### src/rtl/dispatch_ctrl_if.sv
// Dispatch-to-issue-queue payload bundle: one-hot queue enable, operands, tags and the queues' ready flags.
interface dispatch_ctrl_if #(
  parameter int unsigned TAG_W  = 6,
  parameter int unsigned DATA_W = 32
);
  logic [3:0]        equeue_en;
  logic [3:0]        equeue_ready;
  logic [15:0]       equeue_imm;
  logic [TAG_W-1:0]  equeue_rdtag;
  logic [TAG_W-1:0]  equeue_rstag;
  logic [TAG_W-1:0]  equeue_rttag;
  logic [DATA_W-1:0] equeue_rsdata;
  logic [DATA_W-1:0] equeue_rtdata;
  logic              equeue_rsvalid;
  logic              equeue_rtvalid;
  logic [3:0]        equeue_opcode;

  modport master (
    output equeue_en, equeue_imm, equeue_rdtag, equeue_rstag, equeue_rttag,
    output equeue_rsdata, equeue_rtdata, equeue_rsvalid, equeue_rtvalid, equeue_opcode,
    input  equeue_ready
  );

  modport slave (
    input  equeue_en, equeue_imm, equeue_rdtag, equeue_rstag, equeue_rttag,
    input  equeue_rsdata, equeue_rtdata, equeue_rsvalid, equeue_rtvalid, equeue_opcode,
    output equeue_ready
  );
endinterface

### src/rtl/dispatch_ctrl.sv
// In-order dispatch: decode, rename-tag allocation, operand capture with CDB forwarding/snooping,
// bounded branch speculation and flush/redirect on a taken branch.
module dispatch_ctrl #(
  parameter int unsigned TAG_W    = 6,
  parameter int unsigned DATA_W   = 32,
  parameter int unsigned BR_DEPTH = 2
) (
  input  logic              clk,
  input  logic              reset,
  input  logic [31:0]       ifq_inst,
  input  logic [31:0]       ifq_pcout_plus4,
  input  logic              ifq_empty,
  output logic              ifq_ren,
  output logic              ifq_branch_valid,
  output logic [31:0]       ifq_branch_addr,
  input  logic [TAG_W-1:0]  tag_in,
  input  logic              tag_empty,
  output logic              tag_ren,
  output logic              tag_ret_valid,
  output logic [TAG_W-1:0]  tag_ret,
  output logic [4:0]        src_rsaddr,
  output logic [4:0]        src_rtaddr,
  input  logic [TAG_W-1:0]  src_rstag,
  input  logic [TAG_W-1:0]  src_rttag,
  input  logic              src_rsvalid,
  input  logic              src_rtvalid,
  input  logic [DATA_W-1:0] src_rsdata,
  input  logic [DATA_W-1:0] src_rtdata,
  output logic              rst_wen,
  output logic [4:0]        rst_addr,
  output logic [TAG_W-1:0]  rst_tag,
  input  logic              cdb_valid,
  input  logic [TAG_W-1:0]  cdb_tag,
  input  logic [DATA_W-1:0] cdb_data,
  input  logic              cdb_branch,
  input  logic              cdb_branch_taken,
  input  logic [31:0]       cdb_branch_addr,
  dispatch_ctrl_if.master   eq
);

  localparam int unsigned BR_W = (BR_DEPTH < 1) ? 1 : $clog2(BR_DEPTH + 1);

  typedef enum logic [3:0] {
    Q_NONE = 4'b0000,
    Q_LS   = 4'b0001,
    Q_INT  = 4'b0010,
    Q_MULT = 4'b0100,
    Q_DIV  = 4'b1000
  } queue_e;

  logic [5:0]      op;
  logic [5:0]      func;
  queue_e          dec_q;
  logic [4:0]      dec_dest;
  logic            dec_wr;
  logic            dec_beq;
  logic            dec_j;
  logic [3:0]      dec_alu;
  logic [BR_W-1:0] br_cnt;
  logic            held, transfer, flush, resolve_nt, br_full, accept;
  logic            rs_hit, rt_hit;
  logic [31:0]     jump_target;
  logic            unused_pc;

  assign op          = ifq_inst[31:26];
  assign func        = ifq_inst[5:0];
  assign jump_target = {ifq_pcout_plus4[31:28], ifq_inst[25:0], 2'b00};
  assign unused_pc   = ^ifq_pcout_plus4[27:0];

  always_comb begin
    dec_q    = Q_INT;
    dec_dest = ifq_inst[20:16];
    dec_wr   = 1'b1;
    dec_beq  = 1'b0;
    dec_j    = 1'b0;
    dec_alu  = op[3:0];
    case (op)
      6'h00: begin
        dec_dest = ifq_inst[15:11];
        dec_alu  = func[3:0];
        if (func == 6'h18) begin
          dec_q   = Q_MULT;
          dec_alu = '0;
        end else if (func == 6'h1A) begin
          dec_q   = Q_DIV;
          dec_alu = '0;
        end
      end
      6'h23: begin
        dec_q   = Q_LS;
        dec_alu = 4'b0000;
      end
      6'h2B: begin
        dec_q   = Q_LS;
        dec_wr  = 1'b0;
        dec_alu = 4'b0001;
      end
      6'h04: begin
        dec_beq = 1'b1;
        dec_wr  = 1'b0;
      end
      6'h02: begin
        dec_q  = Q_NONE;
        dec_j  = 1'b1;
        dec_wr = 1'b0;
      end
      default: ;
    endcase
  end

  assign held       = |eq.equeue_en;
  assign transfer   = |(eq.equeue_en & eq.equeue_ready);
  assign flush      = cdb_branch & cdb_branch_taken;
  assign resolve_nt = cdb_branch & ~cdb_branch_taken;
  // A same-cycle not-taken resolution frees a slot for the BEQ at the head.
  assign br_full    = dec_beq && (br_cnt == BR_W'(BR_DEPTH)) && !resolve_nt;
  assign accept     = !reset && !ifq_empty && (!held || transfer) && (!tag_empty || dec_j)
                      && !br_full && !flush;

  assign ifq_ren    = accept;
  assign tag_ren    = accept && !dec_j;
  assign rst_wen    = accept && dec_wr && (dec_dest != 5'd0);
  assign rst_addr   = rst_wen ? dec_dest : '0;
  assign rst_tag    = rst_wen ? tag_in : '0;
  assign src_rsaddr = reset ? '0 : ifq_inst[25:21];
  assign src_rtaddr = reset ? '0 : ifq_inst[20:16];
  assign rs_hit     = cdb_valid && (cdb_tag == src_rstag);
  assign rt_hit     = cdb_valid && (cdb_tag == src_rttag);

  always_ff @(posedge clk or posedge reset) begin
    if (reset) begin
      br_cnt            <= '0;
      ifq_branch_valid  <= 1'b0;
      ifq_branch_addr   <= '0;
      tag_ret_valid     <= 1'b0;
      tag_ret           <= '0;
      eq.equeue_en      <= '0;
      eq.equeue_imm     <= '0;
      eq.equeue_rdtag   <= '0;
      eq.equeue_rstag   <= '0;
      eq.equeue_rttag   <= '0;
      eq.equeue_rsdata  <= '0;
      eq.equeue_rtdata  <= '0;
      eq.equeue_rsvalid <= 1'b0;
      eq.equeue_rtvalid <= 1'b0;
      eq.equeue_opcode  <= '0;
    end else begin
      ifq_branch_valid <= flush || (accept && dec_j);
      ifq_branch_addr  <= flush ? cdb_branch_addr : ((accept && dec_j) ? jump_target : '0);
      tag_ret_valid    <= flush && held;
      tag_ret          <= (flush && held) ? eq.equeue_rdtag : '0;

      if (flush)
        br_cnt <= '0;
      else if (accept && dec_beq && !resolve_nt)
        br_cnt <= br_cnt + BR_W'(1);
      else if (!(accept && dec_beq) && resolve_nt && (br_cnt != '0))
        br_cnt <= br_cnt - BR_W'(1);

      if (flush) begin
        eq.equeue_en <= '0;
      end else if (accept && !dec_j) begin
        eq.equeue_en      <= dec_q;
        eq.equeue_imm     <= ifq_inst[15:0];
        eq.equeue_rdtag   <= tag_in;
        eq.equeue_rstag   <= src_rstag;
        eq.equeue_rttag   <= src_rttag;
        eq.equeue_rsvalid <= src_rsvalid || rs_hit;
        eq.equeue_rtvalid <= src_rtvalid || rt_hit;
        eq.equeue_rsdata  <= src_rsvalid ? src_rsdata : cdb_data;
        eq.equeue_rtdata  <= src_rtvalid ? src_rtdata : cdb_data;
        eq.equeue_opcode  <= dec_alu;
      end else if (transfer) begin
        eq.equeue_en <= '0;
      end else if (held) begin
        if (!eq.equeue_rsvalid && cdb_valid && (cdb_tag == eq.equeue_rstag)) begin
          eq.equeue_rsvalid <= 1'b1;
          eq.equeue_rsdata  <= cdb_data;
        end
        if (!eq.equeue_rtvalid && cdb_valid && (cdb_tag == eq.equeue_rttag)) begin
          eq.equeue_rtvalid <= 1'b1;
          eq.equeue_rtdata  <= cdb_data;
        end
      end
    end
  end

endmodule
### src/flat_wrapper.sv
// flat-port wrapper written by rule: the top's interface ports become plain ports
module dispatch_ctrl_flat 
#(
  parameter int unsigned TAG_W    = 6,
  parameter int unsigned DATA_W   = 32,
  parameter int unsigned BR_DEPTH = 2
)
  (clk, reset, ifq_inst, ifq_pcout_plus4, ifq_empty, ifq_ren, ifq_branch_valid, ifq_branch_addr, tag_in, tag_empty, tag_ren, tag_ret_valid, tag_ret, src_rsaddr, src_rtaddr, src_rstag, src_rttag, src_rsvalid, src_rtvalid, src_rsdata, src_rtdata, rst_wen, rst_addr, rst_tag, cdb_valid, cdb_tag, cdb_data, cdb_branch, cdb_branch_taken, cdb_branch_addr, eq_equeue_en, eq_equeue_imm, eq_equeue_rdtag, eq_equeue_rstag, eq_equeue_rttag, eq_equeue_rsdata, eq_equeue_rtdata, eq_equeue_rsvalid, eq_equeue_rtvalid, eq_equeue_opcode, eq_equeue_ready);
  dispatch_ctrl_if #(.TAG_W(TAG_W), .DATA_W(DATA_W)) eq_i ();
  input  logic clk;
  input  logic reset;
  input  logic [31:0] ifq_inst;
  input  logic [31:0] ifq_pcout_plus4;
  input  logic ifq_empty;
  output logic ifq_ren;
  output logic ifq_branch_valid;
  output logic [31:0] ifq_branch_addr;
  input  logic [TAG_W-1:0] tag_in;
  input  logic tag_empty;
  output logic tag_ren;
  output logic tag_ret_valid;
  output logic [TAG_W-1:0] tag_ret;
  output logic [4:0] src_rsaddr;
  output logic [4:0] src_rtaddr;
  input  logic [TAG_W-1:0] src_rstag;
  input  logic [TAG_W-1:0] src_rttag;
  input  logic src_rsvalid;
  input  logic src_rtvalid;
  input  logic [DATA_W-1:0] src_rsdata;
  input  logic [DATA_W-1:0] src_rtdata;
  output logic rst_wen;
  output logic [4:0] rst_addr;
  output logic [TAG_W-1:0] rst_tag;
  input  logic cdb_valid;
  input  logic [TAG_W-1:0] cdb_tag;
  input  logic [DATA_W-1:0] cdb_data;
  input  logic cdb_branch;
  input  logic cdb_branch_taken;
  input  logic [31:0] cdb_branch_addr;
  output wire logic [$bits(eq_i.equeue_en)-1:0] eq_equeue_en;
  output wire logic [$bits(eq_i.equeue_imm)-1:0] eq_equeue_imm;
  output wire logic [$bits(eq_i.equeue_rdtag)-1:0] eq_equeue_rdtag;
  output wire logic [$bits(eq_i.equeue_rstag)-1:0] eq_equeue_rstag;
  output wire logic [$bits(eq_i.equeue_rttag)-1:0] eq_equeue_rttag;
  output wire logic [$bits(eq_i.equeue_rsdata)-1:0] eq_equeue_rsdata;
  output wire logic [$bits(eq_i.equeue_rtdata)-1:0] eq_equeue_rtdata;
  output wire logic [$bits(eq_i.equeue_rsvalid)-1:0] eq_equeue_rsvalid;
  output wire logic [$bits(eq_i.equeue_rtvalid)-1:0] eq_equeue_rtvalid;
  output wire logic [$bits(eq_i.equeue_opcode)-1:0] eq_equeue_opcode;
  input wire logic [$bits(eq_i.equeue_ready)-1:0] eq_equeue_ready;
  assign eq_equeue_en = eq_i.equeue_en;
  assign eq_equeue_imm = eq_i.equeue_imm;
  assign eq_equeue_rdtag = eq_i.equeue_rdtag;
  assign eq_equeue_rstag = eq_i.equeue_rstag;
  assign eq_equeue_rttag = eq_i.equeue_rttag;
  assign eq_equeue_rsdata = eq_i.equeue_rsdata;
  assign eq_equeue_rtdata = eq_i.equeue_rtdata;
  assign eq_equeue_rsvalid = eq_i.equeue_rsvalid;
  assign eq_equeue_rtvalid = eq_i.equeue_rtvalid;
  assign eq_equeue_opcode = eq_i.equeue_opcode;
  assign eq_i.equeue_ready = eq_equeue_ready;
  dispatch_ctrl #(.TAG_W(TAG_W), .DATA_W(DATA_W), .BR_DEPTH(BR_DEPTH)) u_core (.clk(clk), .reset(reset), .ifq_inst(ifq_inst), .ifq_pcout_plus4(ifq_pcout_plus4), .ifq_empty(ifq_empty), .ifq_ren(ifq_ren), .ifq_branch_valid(ifq_branch_valid), .ifq_branch_addr(ifq_branch_addr), .tag_in(tag_in), .tag_empty(tag_empty), .tag_ren(tag_ren), .tag_ret_valid(tag_ret_valid), .tag_ret(tag_ret), .src_rsaddr(src_rsaddr), .src_rtaddr(src_rtaddr), .src_rstag(src_rstag), .src_rttag(src_rttag), .src_rsvalid(src_rsvalid), .src_rtvalid(src_rtvalid), .src_rsdata(src_rsdata), .src_rtdata(src_rtdata), .rst_wen(rst_wen), .rst_addr(rst_addr), .rst_tag(rst_tag), .cdb_valid(cdb_valid), .cdb_tag(cdb_tag), .cdb_data(cdb_data), .cdb_branch(cdb_branch), .cdb_branch_taken(cdb_branch_taken), .cdb_branch_addr(cdb_branch_addr), .eq(eq_i));
endmodule
### config.mk
export PLATFORM = sky130hd
export DESIGN_NAME = dispatch_ctrl_flat
export DESIGN_NICKNAME = d
export VERILOG_FILES = /design/src/rtl/dispatch_ctrl_if.sv /design/src/rtl/dispatch_ctrl.sv /design/src/flat_wrapper.sv
export SDC_FILE = /design/constraint.sdc
export NUM_CORES = 1
export LEC_CHECK = 0
export CAP_MARGIN = 15
export CORE_AREA = 2 2 158 160
export DETAILED_ROUTE_END_ITERATION = 16
export DIE_AREA = 0 0 160 162
export RECOVER_POWER = 100
export SLEW_MARGIN = 10
export SYNTH_ARGS = -nofsm -noshare
export SYNTH_HDL_FRONTEND = slang
export SYNTH_SLANG_ARGS = --single-unit
### constraint.sdc
create_clock -name clk -period 5.95 [get_ports clk]
set_input_delay 0.595 -clock clk [delete_from_list [all_inputs] [get_ports clk]]
set_output_delay 0.595 -clock clk [all_outputs]
set_load 0.005 [all_outputs]
==> impl_metrics.env <==
export IMPL_final_setup_skew_ps=14.73
export IMPL_syn_num_nets=742
export IMPL_crit_arrival_ps=4340
export IMPL_synth_seq_cells=150
export IMPL_yosysWarnings=0
export IMPL_nets=1115
export IMPL_async_reset_ff_share_pct=100.0
export IMPL_worstMarginPinSlew_ps=3735
export IMPL_cts_max_level=4
export IMPL_die_width_microns=160
export IMPL_slew_headroom_pct=-149.3
export IMPL_crit_fanout=15
export IMPL_cts_tree="built"
export IMPL_io_buffers=372
export IMPL_irDropWorstVdd_v=0.0001571
export IMPL_min_period_ps=4933
export IMPL_crit_required_ps=5360
export IMPL_setup_viol=0
export IMPL_drcViolationCount=0
export IMPL_overflow=0
export IMPL_clk_latency_ps=420
export IMPL_antenna_cells=0
export IMPL_final_core_util_pct=48.14
export IMPL_synth_most_common_cell="mux2_1"
export IMPL_final_antenna_net_count=0
export IMPL_grt_usage_pct=18.56
export IMPL_syn_cell_area_sq_um=6977
export IMPL_hold_viol=0
export IMPL_violations="max-capacitance violations, max-slew violations"
export IMPL_place_congestion=0.7630
export IMPL_wl_per_cell_microns=19.68
export IMPL_hold_end="u_core.eq.equeue_rsdata[24]"
export IMPL_synthXorXnorAreaFrac_pct=3.138
export IMPL_synthSimpleGateAreaFrac_pct=7.192
export IMPL_synth_edff_count=0
export IMPL_r2r_end="u_core.eq.equeue_rtdata[6]"
export IMPL_core_sq_um=24110
export IMPL_ys_seq_area_share_pct=53.80
export IMPL_drtIter0Drc=155
export IMPL_whs_ps=479.3
export IMPL_p_per_area_nw_per_um2=292.7
export IMPL_min_from="u_core.eq.equeue_rsdata[24]"
export IMPL_yosys_top_cells_count="mux2_1, dfrtp_1, a22o_1"
export IMPL_cts_resized=0
export IMPL_start_util_pct=28.94
export IMPL_synth_distinct_cells=47
export IMPL_power_mw=3.397
export IMPL_reg2regPathDepth=7
export IMPL_synth_ff_type="dfrtp_1"
export IMPL_clock_root_buffer="clkbuf_16"
export IMPL_period_share_pct=82.91
export IMPL_rsz0062_at_grt="false"
export IMPL_yosys_mux_area_fraction_pct=26.87
export IMPL_cts_sinks=150
export IMPL_syn_inst=513
export IMPL_grt_pass1_vias=6033
export IMPL_endpoint_kind="output pin"
export IMPL_start_kind="input pin"
export IMPL_cts_buffer_depth=2
export IMPL_fin_cells=1222
export IMPL_slew_viol_final=117
export IMPL_first_pass_iters=4
export IMPL_num_vias=5640
export IMPL_worstSetupPathType="input pin to output pin"
export IMPL_row_count=57
export IMPL_synthToLayoutAreaGrowth_pct=66.34
export IMPL_clk_pin_slew_ps=60
export IMPL_synth_avg_cell_area_sq_um=13.60
export IMPL_reg2reg_slack_ps=1390
export IMPL_cts_setup_buffers=0
export IMPL_synth_compound_area_share_pct=6.905
export IMPL_dp_hpwl_microns=18320
export IMPL_synthAdderAreaFrac_pct=0
export IMPL_antenna_found_initial=0
export IMPL_io_pins=401
export IMPL_tns_ps=0
export IMPL_p_leak_nw=4.948
export IMPL_hold_class="register to register"
export IMPL_synth_area_top_cells="dfrtp_1, mux2_1, a22o_1"
export IMPL_r2r_start="u_core.eq.equeue_en[1]"
export IMPL_numCtsBuffers=17
export IMPL_yosysTopAreaCell="dfrtp_1"
export IMPL_viasPerCell=4.615
export IMPL_dp_cells=1191
export IMPL_max_cap_violations=2
export IMPL_cts_hold_buf=0
export IMPL_drt_total_wl_microns=24050
export IMPL_grt_max_degree=94
export IMPL_fmax_mhz=202.7
export IMPL_drive_above_1_share_pct=4.900
export IMPL_die_h_microns=162
export IMPL_hold_depth=1
export IMPL_synth_top_family_by_area="multiplexers"
export IMPL_grt_pass1_wl_microns=36540
export IMPL_synth_top_area_share_pct=53.80
export IMPL_die_area_sq_um=25920
export IMPL_status="finished, violations left"
layout make-up:
type | instances | area (sq um)
clock buffers | 18 | 429.2
clock inverters | 13 | 171.4
fillers | 2294 | 12500
inverters | 4 | 15.01
multi-input cells | 331 | 3042
flip-flops and latches | 150 | 3754
well taps | 324 | 405.4
repair buffers | 382 | 3789
power by group:
group          internal (mW)  switching (mW)
combinational          0.584           0.321
clock                  0.665           0.459
sequential              1.25           0.118
total                   2.50           0.899
layout by cell type (no fill, tap or decap), drive strengths merged, types with 9 or more instances in the layout:
master / netlist / routed
clkdlybuf4s50: 0 / 204
dlygate4sd3: 0 / 168
mux2: 162 / 162
dfrtp: 150 / 150
a22o: 33 / 33
clkbuf: 9 / 21
nor2b: 15 / 15
xnor2: 13 / 13
and2: 13 / 13
xor2: 12 / 12
nand2: 11 / 11
inv: 4 / 9
metrics by stage:
stage	instance area [sq um]	worst slack (ps)
finish	11600	1017
global placement	11070	1596
floorplan	6977	1117
detailed placement	11070	1524
global route	11600	658.2
CTS	11670	1516
worst max-delay path, stage by stage:
cell and delay (ps):
dlygate4sd3_1 720, nor2_1 280, o311a_1 400, nand3_1 540, a2111oi_0 470, clkbuf_1 560, and2_1 210, dlygate4sd3_1 570
how the worst max path moves through the flow:
stage / startpoint / endpoint / slack, ps
detailed placement: reset / rst_addr[4] / 1520
global route: reset / rst_tag[5] / 660
floorplan: reset / u_core.br_cnt[0] / 1120
finish: reset / rst_tag[2] / 1020
global placement: reset / rst_addr[4] / 1600
CTS: reset / rst_addr[4] / 1520
registers in the layout (all words and copies together), names as in the netlist:
name                      cells
u_core.eq.equeue_rsdata      32
u_core.eq.equeue_rtdata      32
u_core.ifq_branch_addr       32
u_core.eq.equeue_imm         16
u_core.eq.equeue_rdtag        6
u_core.eq.equeue_rstag        6
u_core.eq.equeue_rttag        6
u_core.tag_ret                6
u_core.eq.equeue_en           4
u_core.eq.equeue_opcode       4
u_core.br_cnt                 2
u_core.eq.equeue_rsvalid      1
u_core.eq.equeue_rtvalid      1
u_core.ifq_branch_valid       1
u_core.tag_ret_valid          1
logic make-up (layout without fill, tap and decap cells):
group,Yosys count,after routing
and+or+nand+nor,80,80
muxes,167,167
AOI/OAI and AO/OA,59,59
buffers and inverters,32,417
DFF,150,150
xor gates and xnor gates,25,25
routing by layer:
metal / wire length [microns] / global-route usage [%] / vias to the layer above
li1: - / - / 2640
met3: 2034 / 7.048 / 23
met4: 261 / 3.767 / 0
met1: 9814 / 21.82 / 2742
met5: 0 / 0 / -
met2: 11940 / 32.51 / 235
(Power assumes the default switching activity.)
